[config.mk]
export PLATFORM = sky130hd
export DESIGN_NAME = tbcm_stream_arbiter
export DESIGN_NICKNAME = d
export VERILOG_FILES = /design/src/rtl/tbcm_arbiter_pkg.sv /design/src/rtl/tbcm_rr_priority.sv /design/src/rtl/tbcm_stream_arbiter.sv
export SDC_FILE = /design/constraint.sdc
export NUM_CORES = 1
export LEC_CHECK = 0
export CORE_AREA = 2 2 39 41
export DETAILED_ROUTE_END_ITERATION = 12
export DIE_AREA = 0 0 41 43
export GPL_TIMING_DRIVEN = 0
export PLACE_DENSITY = 0.53
export SLEW_MARGIN = 25
export SYNTH_ARGS = -nofsm -noshare
export SYNTH_HDL_FRONTEND = slang
export SYNTH_SLANG_ARGS = --single-unit
[constraint.sdc]
create_clock -name i_clk -period 1.7 [get_ports i_clk]
set_input_delay 0.255 -clock i_clk [delete_from_list [all_inputs] [get_ports i_clk]]
set_output_delay 0.255 -clock i_clk [all_outputs]
set_load 0.02 [all_outputs]
[src/rtl/tbcm_arbiter_pkg.sv]
// ============================================================================
// Module      : tbcm_arbiter_pkg
// Description : Shared types for the tbcm stream arbiter family.
// Revision    : 1.0 - initial release
// ============================================================================
`default_nettype none

package tbcm_arbiter_pkg;

    typedef enum logic [0:0] {
        IDLE = 1'b0,
        BUSY = 1'b1
    } tbcm_arbiter_state_e;

endpackage

`default_nettype wire

[src/rtl/tbcm_rr_priority.sv]
// ============================================================================
// Module      : tbcm_rr_priority
// Description : Combinational round-robin pick: first set request at or after
//               a one-hot pointer, wrapping from the top entry to entry 0.
// Revision    : 1.0 - initial release
// ============================================================================
`default_nettype none

module tbcm_rr_priority #(
    parameter  int REQUESTS    = 2,
    localparam int INDEX_WIDTH = (REQUESTS > 1) ? $clog2(REQUESTS) : 1
) (
    input  logic [REQUESTS-1:0]    request,
    input  logic [REQUESTS-1:0]    pointer,
    output logic [REQUESTS-1:0]    winner,
    output logic [INDEX_WIDTH-1:0] winner_index
);

    int   w_ptr_idx;
    int   w_slot;
    logic w_found;

    always_comb begin
        w_ptr_idx    = 0;
        w_slot       = 0;
        w_found      = 1'b0;
        winner       = '0;
        winner_index = '0;
        for (int i = 0; i < REQUESTS; i++) begin
            if (pointer[i]) begin
                w_ptr_idx = i;
            end
        end
        // Walk the ring starting at the pointer; the first hit wins.
        for (int k = 0; k < REQUESTS; k++) begin
            w_slot = w_ptr_idx + k;
            if (w_slot >= REQUESTS) begin
                w_slot = w_slot - REQUESTS;
            end
            if (!w_found && request[w_slot]) begin
                w_found         = 1'b1;
                winner[w_slot]  = 1'b1;
                winner_index    = w_slot[INDEX_WIDTH-1:0];
            end
        end
    end

endmodule

`default_nettype wire

[src/rtl/tbcm_stream_arbiter.sv]
// ============================================================================
// Module      : tbcm_stream_arbiter
// Description : Round-robin stream arbiter with valid/ready handshake and
//               packet lock; drives the select input of tbcm_mux.
// Revision    : 1.0 - initial release
// ============================================================================
`default_nettype none

module tbcm_stream_arbiter
    import tbcm_arbiter_pkg::*;
#(
    parameter  int REQUESTS    = 2,
    localparam int INDEX_WIDTH = (REQUESTS > 1) ? $clog2(REQUESTS) : 1
) (
    input  logic                   i_clk,
    input  logic                   i_rst_n,
    input  logic [REQUESTS-1:0]    i_request,
    input  logic [REQUESTS-1:0]    i_last,
    output logic [REQUESTS-1:0]    o_ready,
    output logic [REQUESTS-1:0]    o_grant,
    output logic [INDEX_WIDTH-1:0] o_grant_index,
    output logic                   o_valid,
    input  logic                   i_ready
);

    tbcm_arbiter_state_e    r_state;
    tbcm_arbiter_state_e    w_state_next;
    logic [REQUESTS-1:0]    r_pointer;
    logic [REQUESTS-1:0]    w_pointer_next;
    logic [REQUESTS-1:0]    r_held;
    logic [REQUESTS-1:0]    w_held_next;
    logic [INDEX_WIDTH-1:0] r_held_index;
    logic [INDEX_WIDTH-1:0] w_held_index_next;

    logic [REQUESTS-1:0]    w_winner;
    logic [INDEX_WIDTH-1:0] w_winner_index;
    logic [REQUESTS-1:0]    w_advance;
    logic                   w_handshake;
    logic                   w_last;

    tbcm_rr_priority #(
        .REQUESTS     (REQUESTS)
    ) u_priority (
        .request      (i_request),
        .pointer      (r_pointer),
        .winner       (w_winner),
        .winner_index (w_winner_index)
    );

    // Next pointer is the current grant rotated left by one.
    generate
        if (REQUESTS == 1) begin : g_single
            assign w_advance = r_pointer;
        end else begin : g_rotate
            assign w_advance = {o_grant[REQUESTS-2:0], o_grant[REQUESTS-1]};
        end
    endgenerate

    always_comb begin
        o_grant       = '0;
        o_grant_index = '0;
        o_valid       = 1'b0;
        if (i_rst_n) begin
            if (r_state == IDLE) begin
                o_grant       = w_winner;
                o_grant_index = w_winner_index;
                o_valid       = |i_request;
            end else begin
                o_grant       = r_held;
                o_grant_index = r_held_index;
                o_valid       = |(i_request & r_held);
            end
        end
    end

    assign o_ready     = o_grant & {REQUESTS{i_ready}};
    assign w_handshake = o_valid & i_ready;
    assign w_last      = |(i_last & o_grant);

    always_comb begin
        w_state_next      = r_state;
        w_pointer_next    = r_pointer;
        w_held_next       = r_held;
        w_held_index_next = r_held_index;
        case (r_state)
            IDLE: begin
                if (o_valid) begin
                    // Lock on a stall as well, so the grant cannot move under a waiting beat.
                    if (!i_ready || !w_last) begin
                        w_state_next      = BUSY;
                        w_held_next       = w_winner;
                        w_held_index_next = w_winner_index;
                    end else begin
                        w_pointer_next = w_advance;
                    end
                end
            end
            BUSY: begin
                if (w_handshake && w_last) begin
                    w_state_next      = IDLE;
                    w_pointer_next    = w_advance;
                    w_held_next       = '0;
                    w_held_index_next = '0;
                end
            end
            default: begin
                w_state_next = IDLE;
            end
        endcase
    end

    always_ff @(posedge i_clk or negedge i_rst_n) begin
        if (!i_rst_n) begin
            r_state      <= IDLE;
            r_pointer    <= {{(REQUESTS-1){1'b0}}, 1'b1};
            r_held       <= '0;
            r_held_index <= '0;
        end else begin
            r_state      <= w_state_next;
            r_pointer    <= w_pointer_next;
            r_held       <= w_held_next;
            r_held_index <= w_held_index_next;
        end
    end

endmodule

`default_nettype wire

After elaboration in Yosys (flattened, before gate mapping)

Cells that the tools add are included.

Flip-flop bits (word level): 6
Latch bits: 0
Memory bits (writable): 0
Bits in read-only memories: 0
Bits of input ports: 7
Output and inout port bits: 6
Logic and storage cells: 76
Memories: 0

Add/subtract/negate cells: 3
$mul: 0
Divide/modulo/power cells: 0
Magnitude comparators: 6
Equality and inequality tests: 4
Shift-type cells: 0
Mux-type cells: 40
Bitwise gates (word level): 6
Reduce and logical (&&, ||, !) cells: 13

Operators by type and width:

| cell                                                                                 | number |
|---|---|
| 32-bit by 1-bit greater-or-equal comparator with 1-bit output, second input constant | 2 |
| 32-bit by 3-bit < comparator with 1-bit output, second input constant                | 2 |
| 32-bit two-way mux                                                                   | 2 |
| 32-bit by 2-bit adder with 32-bit output, second input constant                      | 1 |
| 32-bit by 3-bit greater-or-equal comparator with 1-bit output, second input constant | 1 |
| 32-bit by 3-bit subtractor with 32-bit output, second input constant                 | 1 |
| 1-bit two-way mux                                                                    | 22 |
| 2-bit two-way mux                                                                    | 10 |
| 2-bit case mux with 2 select lines                                                   | 2 |
| 2-bit AND                                                                            | 3 |
| 3-bit AND reduction                                                                  | 2 |
| 2-bit OR reduction                                                                   | 3 |
| 1-bit logical AND                                                                    | 4 |
| 2-bit by 1-bit != test with 1-bit output, second input constant                      | 2 |
| 2-bit != test, second input constant                                                 | 2 |
| 1-bit case mux with 2 select lines                                                   | 2 |
| 1-bit zero test                                                                      | 3 |
| 1-bit by 2-bit subtractor with 3-bit output, second input constant                   | 1 |
| 1-bit demux with 1-bit select                                                        | 2 |
| 1-bit by 2-bit greater-or-equal comparator with 1-bit output, second input constant  | 1 |
| 2-bit bitwise OR                                                                     | 1 |
| 1-bit AND                                                                            | 1 |
| 1-bit logical OR                                                                     | 1 |
| 1-bit inverter                                                                       | 1 |

Longest topological paths before layout

Depth in word-level cells: 19
Gate-level depth with buffers: 5
Gate-level depth less buffers: 5

Hierarchy

A second synthesis with hierarchy kept.

Cell total of the unflattened synthesis: 47
Area total of the unflattened synthesis: 486.7 um2

By module, submodules not included:

| module              | instances | cells each | area each (um2) | seq. area each (um2) |
|---|---|---|---|---|
| tbcm_stream_arbiter | 1         | 43         | 456.7           | 151.4 |
| tbcm_rr_priority    | 1         | 4          | 30.0            | 0.0 |

Least setup slack after synthesis

OpenSTA, ideal clock, no wires.

Path type: register -> register
Start: register r_state
End: register r_held[1]
Library setup time: 118 ps
Arrival: 1376 ps
Required time: 1582 ps
Setup slack: 206 ps
Cell stages (with the launch flop): 6
Path buffers: 0
Cells stage by stage: dfrtp_1 nor2b_2 a22oi_2 o32ai_4 o221ai_2 a21o_1

Word-level cells in the longest chain between the ends: 8
Elaborated cells between the ends (all ways): 16

Ends and longest elaborated chain:

| what                                                      | RTL line                   | RTL |
|---|---|---|
| start, declared                                           | tbcm_stream_arbiter.sv:26  | `tbcm_arbiter_state_e r_state;` |
| start signal, assigned                                    | tbcm_stream_arbiter.sv:119 | `r_state <= w_state_next;` |
| 2-bit two-way mux                                         | tbcm_stream_arbiter.sv:64  | `if (r_state == IDLE) begin` |
| 2-bit two-way mux                                         | tbcm_stream_arbiter.sv:63  | `if (i_rst_n) begin` |
| 2-bit AND                                                 | tbcm_stream_arbiter.sv:78  | `assign w_last = \|(i_last & o_grant);` |
| 2-bit OR reduction                                        | tbcm_stream_arbiter.sv:78  |  |
| 1-bit zero test                                           | tbcm_stream_arbiter.sv:89  | `if (!i_ready \|\| !w_last) begin` |
| 1-bit logical OR                                          | tbcm_stream_arbiter.sv:89  |  |
| 2-bit by 1-bit != test with 1-bit output (no source line) | -                          |  |
| 3-bit AND reduction (no source line)                      | -                          |  |
| end signal, assigned                                      | tbcm_stream_arbiter.sv:121 | `r_held <= w_held_next;` |
| end, declared                                             | tbcm_stream_arbiter.sv:30  | `logic [REQUESTS-1:0] r_held;` |

Parallel ways exist; a longest one is shown, timed or not.
A chain may end at the register's enable or synchronous reset.

Worst setup path after layout

Ends and elaborated chain as after synthesis.

==> results by group <==
Outcome
  • Status: complete, no violations

Clock network
  • Worst skew pair latency: 0.23 ns
  • H-tree Lvls: 1
  • CTS sink count: 5
  • Clock transition at path regs: 0.04 ns
  • Clk root buf: clkbuf_4
  • CTS tree: yes
  • Hold buffers post-CTS: 0
  • Clock Path Buffers: 2
  • CTS Buf Count: 3

Logic synthesis
  • Netlist Area Pre-Place: 390 um2
  • Number of library cell types mapped by synthesis: 26
  • #FFs+latches synth: 5
  • Mapped Nets: 45
  • Synth Instances: 38
  • Mean Syn Cell Area: 10.3 um2
  • Synth warnings: 0
  • Register area share after synthesis: 32.1%

Timing
  • Fmax: 609 MHz
  • RSZ-0062 raised after global routing: yes
  • Clock skew: 0.00214 ns
  • Max Slew Vio Count: 0
  • Tmin final: 1.64 ns
  • Worst slew pin tran: 0.414 ns
  • Final worst path period share: 96.7%
  • Final Hold Viols: 0
  • Relative slew slack: 72.4%
  • Setup violators final: 0
  • Setup TNS Final: 0 ns

Drt
  • Drt drc: 0
  • Routed length per instance: 12.4 um
  • First-pass DRT Iterations: 3
  • Iter 0 DRT Violations: 5
  • Antenna Violating Nets Remaining: 0
  • Via count: 367
  • Routed WL: 941 um
  • Vias per std cell: 4.83

Setup path
  • Reg2reg start: r_state
  • Worst Path Required: 1.82 ns
  • CP Launch Point: r_state
  • Worst setup SP type: flop
  • CP Capture Type: flop
  • WS Path Type: flop to flop
  • CP Data Arrival Time: 1.77 ns
  • Worst-path fanout max: 7

Final layout
  • Layout cell share with drive strength beyond 1: 45.0%
  • Commonest cells after routing, fill and taps aside: 6 x buf_4, 5 x buf_2, 4 x dfrtp_1
  • # nets final: 68
  • Finished Cell Area: 584 um2
  • ANT cells: 0
  • Multi-input logic area: 263 um2
  • Commonest non-fill, non-tap cell in the layout: buf_4
  • Filler cell count: 149
  • FF/Latch Area: 126 um2
  • Syn-to-layout area delta: 49.7%

Pwr
  • Tot Pwr: 0.888 mW
  • Power Dens Cells: 1520 nW/um2
  • VDD IR max: 0.654 mV
  • P_leak: 0.258 nW

Die
  • Die area: 1760 um2
  • Initial Util: 28.2%
  • Chip height: 43 um
  • Area of the core: 1380 um2
  • Ports: 13
  • Standard-cell row count: 14
  • DIE WIDTH: 41 um

Global route
  • First-pass GRT wire length: 1.36 mm
  • Initial antenna violation count: 0
  • Remaining Overflow, GRT: 0
  • Global Route Usage Sum: 11.8%
  • Largest net degree at the start of global routing: 12
  • Vias in the first global route: 339

Flow run
  • Max Cap Viol: 0

Min path
  • Hold/Removal Path Class: primary input to asynchronous set/reset pin

Place
  • DP Area: 531 um2
  • Final HPWL from detailed placement: 628 um
  • Port Buffers: 12
  • GPL Wtd Cong: 0.682
-- synth_stat cells, drive strengths merged --
master / n / share of area (%)
o31a: 1 / 2.6
a21oi: 2 / 2.6
nand3: 3 / 3.8
a21o: 2 / 3.8
nand4: 1 / 1.6
and2b: 1 / 2.2
or2b: 1 / 1.9
and2: 1 / 1.9
nand2: 3 / 2.9
dfrtp: 5 / 32
nor2: 3 / 2.9
a21boi: 2 / 6.7
o2bb2ai: 1 / 2.2
o21ai: 2 / 2.6
o221ai: 1 / 3.8
nor3b: 1 / 3.2
nor2b: 2 / 3.8
a31oi: 2 / 7.1
inv: 2 / 1.9
o32ai: 1 / 7.1
a22oi: 1 / 3.2
-- critical path: stages, from the launching register on --
cell and delay (ns):
dfrtp_2 0.47, nor2b_4 0.14, a22oi_2 0.07, buf_4 0.16, o32ai_4 0.33, o221ai_2 0.18, a21o_1 0.18
-- metal layers --
layer / wire length [um] / track usage [%] / part of all wire, % / vias up
met2: 433 / 15.9 / 46 / 10
met4: 0 / 8.00 / 0 / 0
met3: 55 / 3.66 / 5.8 / 0
li1: - / - / - / 189
met1: 452 / 15.4 / 48 / 168
met5: 0 / 0 / 0 / -
-- stage by stage --
step	setup WS (ns)	hold WS [ns]	instances	utilization (%)
6_report	0.0569	0.0250	76	42.2
5_1_grt	-0.0244	0.0440	76	42.2
4_1_cts	0.0226	0.0543	73	40.6
3_5_place_dp	-0.592	0.466	66	38.3
3_3_place_gp	-0.605	0.466	66	38.3
2_1_floorplan	0.206	-0.0406	38	-
-- power by group --
part           internal [mW]  leakage (nW)  total [mW]  switching, mW
clock network         0.0884        0.0150       0.131         0.0429
logic                  0.256         0.182       0.521          0.265
registers              0.175        0.0612       0.236         0.0608
total                  0.520         0.258       0.888          0.368
-- cells by family after synthesis --
| kind of cell | after synthesis | synth area share, % |
|---|---|---|
| AO/OA/AOI/OAI | 15 | 41.7 |
| buffers and inverters | 2 | 1.92 |
| flip-flops | 5 | 32.1 |
| AND/OR/NAND/NOR | 16 | 24.4 |
-- state kept, by name, indices dropped and copies added (netlist names) --
register,cells
r_state,1
r_held_index,1
r_held,2
r_pointer,1
-- what timing repair did --
| action | CTS | global route |
|---|---|---|
| setup endpoints to repair | 10 | 5 |
| resized for setup | 29 | 6 |
| pin swaps | 4 | 5 |
| setup buffers | 3 | 3 |
| cloned | 0 | 0 |
-- final timing paths --
check,to,slack [ns],cells past startpoint
max,r_held[1],0.06,6
min,r_held[0],0.02,1
max reg2reg,r_held[1],0.06,6
min reg2reg,r_held_index,0.47,1
max in group asynchronous,r_state,1.36,1
min in group i_clk,r_held_index,0.47,1
-- area by class of cell --
class,count,share of cell area [%]
Multi-Input combinational cell,31,45.0
Timing Repair Buffer,18,23.8
Sequential cell,5,21.6
Clock buffer,4,4.50
Tap cell,16,3.43
Inverter,2,1.71
Note: power is estimated with default switching activity, not from simulation.
